$ cat config.mk
export PLATFORM = sky130hd
export DESIGN_NAME = io_bridge
export DESIGN_NICKNAME = d
export VERILOG_FILES = /design/src/rtl/io_bridge.sv
export SDC_FILE = /design/constraint.sdc
export NUM_CORES = 1
export LEC_CHECK = 0
export CAP_MARGIN = 10
export CORE_ASPECT_RATIO = 0.75
export CORE_MARGIN = 5
export CORE_UTILIZATION = 47
export CTS_CLUSTER_DIAMETER = 150
export DETAILED_ROUTE_END_ITERATION = 8
export PLACE_DENSITY = 0.84
export SLEW_MARGIN = 20
export SYNTH_ARGS = -nofsm -noshare
export SYNTH_HDL_FRONTEND = slang
export SYNTH_SLANG_ARGS = --single-unit
$ cat constraint.sdc
create_clock -name clk -period 2.8 [get_ports clk]
set_input_delay 0.56 -clock clk [delete_from_list [all_inputs] [get_ports clk]]
set_output_delay 0.56 -clock clk [all_outputs]
set_load 0.01 [all_outputs]
$ cat src/rtl/io_bridge.sv
// io_bridge: byte-wide bridge between the CPU core's external memory port,
// main RAM and a memory-mapped UART window (cpu_addr_i[17:16] == 2'b11).
// The IO window exposes DATA (offset 0x0) and STATUS (offset 0x4) registers.
// A transmit FIFO feeds the UART transmitter; the core is halted when it
// writes DATA while that FIFO is full.
// Optional feature macro: IO_BRIDGE_RX_EN adds a receive FIFO that is popped
// by DATA reads; without it rx_ready_o is tied low and DATA reads return 0x00.
module io_bridge #(
  parameter int TX_DEPTH = 8,
  parameter int RX_DEPTH = 8
) (
  input  logic        clk,
  input  logic        rst,
  input  logic [31:0] cpu_addr_i,
  input  logic        cpu_wr_i,
  input  logic [7:0]  cpu_dout_i,
  output logic [7:0]  cpu_din_o,
  output logic [1:0]  halt_req_o,
  output logic [16:0] ram_addr_o,
  output logic        ram_wr_o,
  output logic [7:0]  ram_dout_o,
  input  logic [7:0]  ram_din_i,
  output logic [7:0]  tx_data_o,
  output logic        tx_valid_o,
  input  logic        tx_ready_i,
  input  logic [7:0]  rx_data_i,
  input  logic        rx_valid_i,
  output logic        rx_ready_o
);

  localparam int TXA = $clog2(TX_DEPTH);

  // Address decode
  logic io;
  logic is_data;
  logic is_status;
  logic io_rd;
  logic unused_addr;

  assign io          = (cpu_addr_i[17:16] == 2'b11);
  assign is_data     = (cpu_addr_i[2:0] == 3'b000);
  assign is_status   = (cpu_addr_i[2:0] == 3'b100);
  assign io_rd       = io & ~cpu_wr_i;
  assign unused_addr = ^cpu_addr_i[31:18];

  // RAM path is purely combinational
  assign ram_addr_o = cpu_addr_i[16:0];
  assign ram_dout_o = cpu_dout_i;
  assign ram_wr_o   = cpu_wr_i & ~io;

  // Transmit FIFO; pointers carry one extra wrap bit so full and empty differ
  logic [TXA:0] tx_wp;
  logic [TXA:0] tx_rp;
  logic [7:0]   tx_mem [TX_DEPTH];
  logic         tx_full;
  logic         tx_empty;
  logic         tx_push;
  logic         tx_pop;

  assign tx_full    = ((tx_wp ^ tx_rp) == {1'b1, {TXA{1'b0}}});
  assign tx_empty   = (tx_wp == tx_rp);
  assign tx_push    = io & cpu_wr_i & is_data & ~tx_full;
  assign tx_pop     = tx_valid_o & tx_ready_i;
  assign tx_valid_o = ~tx_empty;
  assign tx_data_o  = tx_mem[tx_rp[TXA-1:0]];

  // The core's halt input; a full-FIFO DATA write is dropped and re-issued
  assign halt_req_o = {1'b0, tx_full & io & cpu_wr_i & is_data};

  // TX pointer update; a push and a pop in the same cycle both take effect
  always_ff @(posedge clk) begin
    if (rst) begin
      tx_wp <= '0;
      tx_rp <= '0;
    end else begin
      if (tx_push) tx_wp <= tx_wp + 1'b1;
      if (tx_pop)  tx_rp <= tx_rp + 1'b1;
    end
  end

  // TX storage; contents need no reset since the pointers gate visibility
  always_ff @(posedge clk) begin
    if (tx_push) tx_mem[tx_wp[TXA-1:0]] <= cpu_dout_i;
  end

  logic       rx_nonempty;
  logic [7:0] rx_head;
  logic       rx_pop;

  assign rx_pop = io_rd & is_data & rx_nonempty;

`ifdef IO_BRIDGE_RX_EN
  localparam int RXA = $clog2(RX_DEPTH);

  logic [RXA:0] rx_wp;
  logic [RXA:0] rx_rp;
  logic [7:0]   rx_mem [RX_DEPTH];
  logic         rx_full;
  logic         rx_push;

  assign rx_full     = ((rx_wp ^ rx_rp) == {1'b1, {RXA{1'b0}}});
  assign rx_nonempty = (rx_wp != rx_rp);
  assign rx_ready_o  = ~rx_full;
  assign rx_push     = rx_valid_i & rx_ready_o;
  assign rx_head     = rx_mem[rx_rp[RXA-1:0]];

  // RX pointer update; the pop lands at the edge ending the DATA read cycle
  always_ff @(posedge clk) begin
    if (rst) begin
      rx_wp <= '0;
      rx_rp <= '0;
    end else begin
      if (rx_push) rx_wp <= rx_wp + 1'b1;
      if (rx_pop)  rx_rp <= rx_rp + 1'b1;
    end
  end

  // RX storage
  always_ff @(posedge clk) begin
    if (rx_push) rx_mem[rx_wp[RXA-1:0]] <= rx_data_i;
  end
`else
  logic unused_rx;

  assign rx_nonempty = 1'b0;
  assign rx_head     = 8'h00;
  assign rx_ready_o  = 1'b0;
  assign unused_rx   = ^{rx_data_i, rx_valid_i, rx_pop};
`endif

  // IO read value, taken from state at the start of the read cycle
  logic [7:0] rd_val;

  always_comb begin
    rd_val = 8'h00;
    if (is_data) begin
      rd_val = rx_nonempty ? rx_head : 8'h00;
    end else if (is_status) begin
      rd_val = {6'b0, rx_nonempty, tx_full};
    end
  end

  logic       sel_q;
  logic [7:0] io_rdata_q;

  // Read return stage: both RAM and IO answer one cycle after the address
  always_ff @(posedge clk) begin
    if (rst) begin
      sel_q      <= 1'b0;
      io_rdata_q <= 8'h00;
    end else begin
      sel_q      <= io_rd;
      io_rdata_q <= rd_val;
    end
  end

  assign cpu_din_o = sel_q ? io_rdata_q : ram_din_i;

endmodule

==> results <==
- The number of input and output port buffers inserted is 55.
- In this run, synthesis inferred 64 flip-flops with an integrated enable.
- The startpoint of the most critical hold path is tx_rp[3].
- Once layout is complete, the utilization of the core stands at 0.586.
- In the synthesized netlist the async set-or-reset flop fraction comes to 0.
- The hold buffer count at cts is 0.
- The clock root buffer is clkbuf_8.
- For this run, global-route usage on met2 was measured as 0.229.
- The total number of H-tree levels is 3.
- The critical path is of the flip-flop to output port type.
- Across all layers, the routed design uses 1871 vias.
- For the worst setup path, the data arrival time is 2150 ps.
- The number of CTS-inserted buffers is 9.
- The post-place instance area is slightly above 4000 µm².
- The number of failing hold endpoints at the final stage was 0.
- The effective utilization at floorplan is 0.476.
- On the critical path, the stage with the largest delay is an instance of mux4_2.
- Setup repair after global routing left no endpoint under its margin.
- For this run, the register share of the synthesized area comes to 0.631.
- The number of gates given a new drive strength after cts is 0.
- For the pin with the worst max-slew slack, the measured transition is between 500 and 600 ps.
- The repair_antennas step left the layout with diodes totalling 0.
- For this run, global-route usage on met1 was measured as 0.189.
- The count of nets left with antenna violations once routing finished came out at 0.
- The detailed-route vias per instance is 5.06.
- The wire length of the first global-routing pass is around 10000 µm.
- Dividing the detail-routed wire length by the instance count gives 16.9 µm.
- The number of ports placed on the die boundary is 107.
- VDD sags by at most 0.196 mV.
- The worst min-delay path class is flip-flop to flip-flop.
- The part of the total power dissipated in combinational logic is 0.065.
- The width of the die is 109 µm.
- After the first detailed-routing iteration, the DRC count stood at 117.
- Summed over all nets, the switching power comes to 0.400 mW.
- Detailed placement finished with a half-perimeter wire length of 4320 µm.
- The number of buffers between clock root and the deepest sink is 2.
- Power spread over the standard cell area amounts to roughly 500 nW/µm².
- From synthesis to final layout, the design area changed by 23.0%.
- The post-synthesis register bit count is 77.
- The tool flagged a number of max-cap violations equal to 0.
- Cell internal power was estimated by the tool at 1.73 mW.
- The number of stages on the worst hold path is 2.
- The number of unique standard cell types used by synthesis is 39.
- The region available for standard cell placement spans 7260 µm².
- The library cell with the highest instance count after synthesis is edfxtp_1.
- Synthesis produced a netlist whose cell count is 214.
- The worst setup path is launched from a flip-flop.
- Of the total power, the share spent switching nets is 0.188.
- The later pin in the worst-skew pair is clocked with a latency of 330 ps.
- The most used flip-flop cell after synthesis is edfxtp_1.
- The mapped netlist covers 3460 µm².
- The average instance area after synthesis is 16.2 µm².
- The routed design has roughly 6200 µm of wire.
- The path with the worst hold slack has its endpoint at tx_rp[3].
- The iteration count of the initial detailed-routing pass is 4.
- The final layout net count is 328.
- Setup violations remaining at the end of the flow were counted as 0.
- The number of cells on the worst reg-to-reg path is 5.
- The final weighted congestion in routability-driven placement is 0.793.
- The die boundary height is 84.3 µm.
- The worst max-slew margin expressed relative to the limit is 0.604.
- The worst setup skew after layout is roughly 9.1 ps.
- The initialized floorplan defines 27 standard-cell rows.
- The global-route usage over all layers is 0.147.
- The die covers about 9200 µm².
- The TritonCTS clock tree is built.
- Clock-pin slew was measured on the worst setup and hold paths at 70 ps.
- In the final layout, the share of cells above drive strength 1 is 0.253.
- The global route total overflow is 0.
- The total setup buffers inserted after CTS is 0.
- The highest-utilization routing layer at the global route stage is met2.
- The destination of the worst register-to-register timing path is tx_mem[5][0].
- The maximum frequency from static timing analysis is between 300 and 400 MHz.
- For met3 alone, demand over resource in global routing was 0.0576.
- The pin count of the biggest net entering global routing is 17.
- Walking the worst path, the cells encountered are buf_12 -> mux4_2 -> mux2_2 -> clkdlybuf4s50_1.
- The time the final worst path needs with I/O delays and setup is 2710 ps.
- By area the synthesized netlist is led by edfxtp_1, mux4_2, dfxtp_1, buf_4, mux2_2.
- During synthesis, Yosys emitted a total of 0 warnings.
- Once layout is done, the placed cells without fillers occupy 4250 µm².
- Counting the fill cells in the layout gives around 550.
- In this run the static leakage power is 1.45 nW.
- The worst register-to-register path begins at tx_wp[2].
- The via count of the first global-routing pass is 1959.
- Setup slack on the worst reg-to-reg path comes out at 960 ps.
- STA classifies the critical path endpoint as an output port.
- For this design, the sink count on the clock tree is 77.
- Data on the critical path is required at its endpoint by 2240 ps.
- The share of total power in sequential cells is 0.584.
- Dividing the final minimum period by the clock period gives 0.968.
- The maximum cell stage delay along the critical path is 520 ps.
- The biggest area contributor in the post-synthesis netlist is edfxtp_1.
- The number of max-slew violations in the final report is 0.
- The number of antenna violations at the first check in global routing came to 0.
- The commonest cells after synthesis are edfxtp_1, buf_4, mux4_2, dfxtp_1.
- After detailed routing, the number of remaining DRC violations is 0.
- The flow ran to the end, and the final reports show no timing, DRC or antenna violations.
- The biggest fanout along the worst timing path is 8.
- The share of the synthesized area in the top cell type is 0.556.
- Of the total power, the clock network draws 0.350.
[worst max path at each step]
| stage | start | end | cells past startpoint |
|---|---|---|---|
| finish | flip-flop | tx_data_o[0] | 4 |
| detailed placement | cpu_addr_i[1] | halt_req_o[0] | 4 |
| global placement | cpu_addr_i[2] | halt_req_o[0] | 4 |
| CTS | cpu_addr_i[1] | halt_req_o[0] | 4 |
| global route | flip-flop | tx_data_o[0] | 4 |
| floorplan | cpu_addr_i[2] | tx_mem[0][0] | 4 |
[power by group through the flow]
stage                     clock (mW)  combinational, mW  sequential, mW
after floorplan                    0             0.0762            1.27
after global placement             0              0.136            1.27
after detailed placement           0              0.139            1.27
after CTS                      0.764              0.140            1.24
after global routing           0.819              0.149            1.24
final                          0.745              0.139            1.24
[cells in the final DEF, fill, tap and decap left out, drive strengths merged]
| cell type | count |
|---|---|
| a31oi | 2 |
| conb | 2 |
| clkinv | 2 |
| clkdlybuf4s50 | 53 |
| edfxtp | 64 |
| nand2b | 5 |
| mux2 | 11 |
| mux4 | 16 |
| ha | 2 |
| inv | 2 |
| or3 | 2 |
| o41ai | 1 |
| nand2 | 5 |
| buf | 19 |
| nor4 | 2 |
| nand3b | 1 |
| or4b | 1 |
| bufinv | 1 |
| xor2 | 5 |
| nor2 | 10 |
| and2 | 2 |
| dfxtp | 13 |
| nor2b | 9 |
| nand4 | 2 |
| nand3 | 3 |
| clkbuf | 13 |
| or2b | 1 |
| xnor2 | 3 |
| a21oi | 3 |
| o21ai | 1 |
| dlymetal6s2s | 2 |
| nor3 | 8 |
| mux2i | 3 |
[layer usage]
layer / wire length (µm) / vias to the layer above
met5: 0 / -
met4: 66 / 0
met3: 372 / 8
met2: 3100 / 53
met1: 2710 / 933
li1: - / 877
[metrics by stage]
step,worst slack (ps),cells,hold slack (ps),setup TNS [ps],total power [mW]
2_1_floorplan,212,215,474,0,1.34
3_3_place_gp,8.06,354,495,0,1.40
3_5_place_dp,-6.76,354,500,-6.76,1.41
4_1_cts,3.69,369,513,0,2.15
5_1_grt,10.9,370,558,0,2.21
6_report,88.3,370,510,0,2.13
[cells by family (layout without fill, tap and decap cells)]
logic type	after synthesis	in the layout	share of synthesized area
compound gates	7	7	0.0174
xor+xnor	8	8	0.0268
fa+ha+maj	2	2	0.00723
buf+inv	38	92	0.0778
flops	77	77	0.631
mux	30	30	0.151
other cells	1	2	0.00108
simple gates	51	51	0.0882
[state kept, by name, summed over array words and instances (netlist names), named ones only]
register    count
io_rdata_q      1
sel_q           1
tx_rp           4
tx_wp           4
tx_mem         64
[layout make-up]
type                       instances  area (µm²)  share of cell area
multi-input combinational        100        1010               0.238
timing repair buffer              75         748               0.176
inverter                           2        7.51             0.00176
clock buffer                      12         135              0.0318
clock inverter                     3        37.5             0.00882
tap                              101         126              0.0297
sequential                        77        2190               0.514
[worst max-delay path: cells and delay by family, from the launching register on]
| family | cells | cell delay [ps] |
|---|---|---|
| buffers and inverters | 2 | 620 |
| multiplexers | 2 | 820 |
| flip-flops | 1 | 380 |
Power figures use the tool's default switching activity.
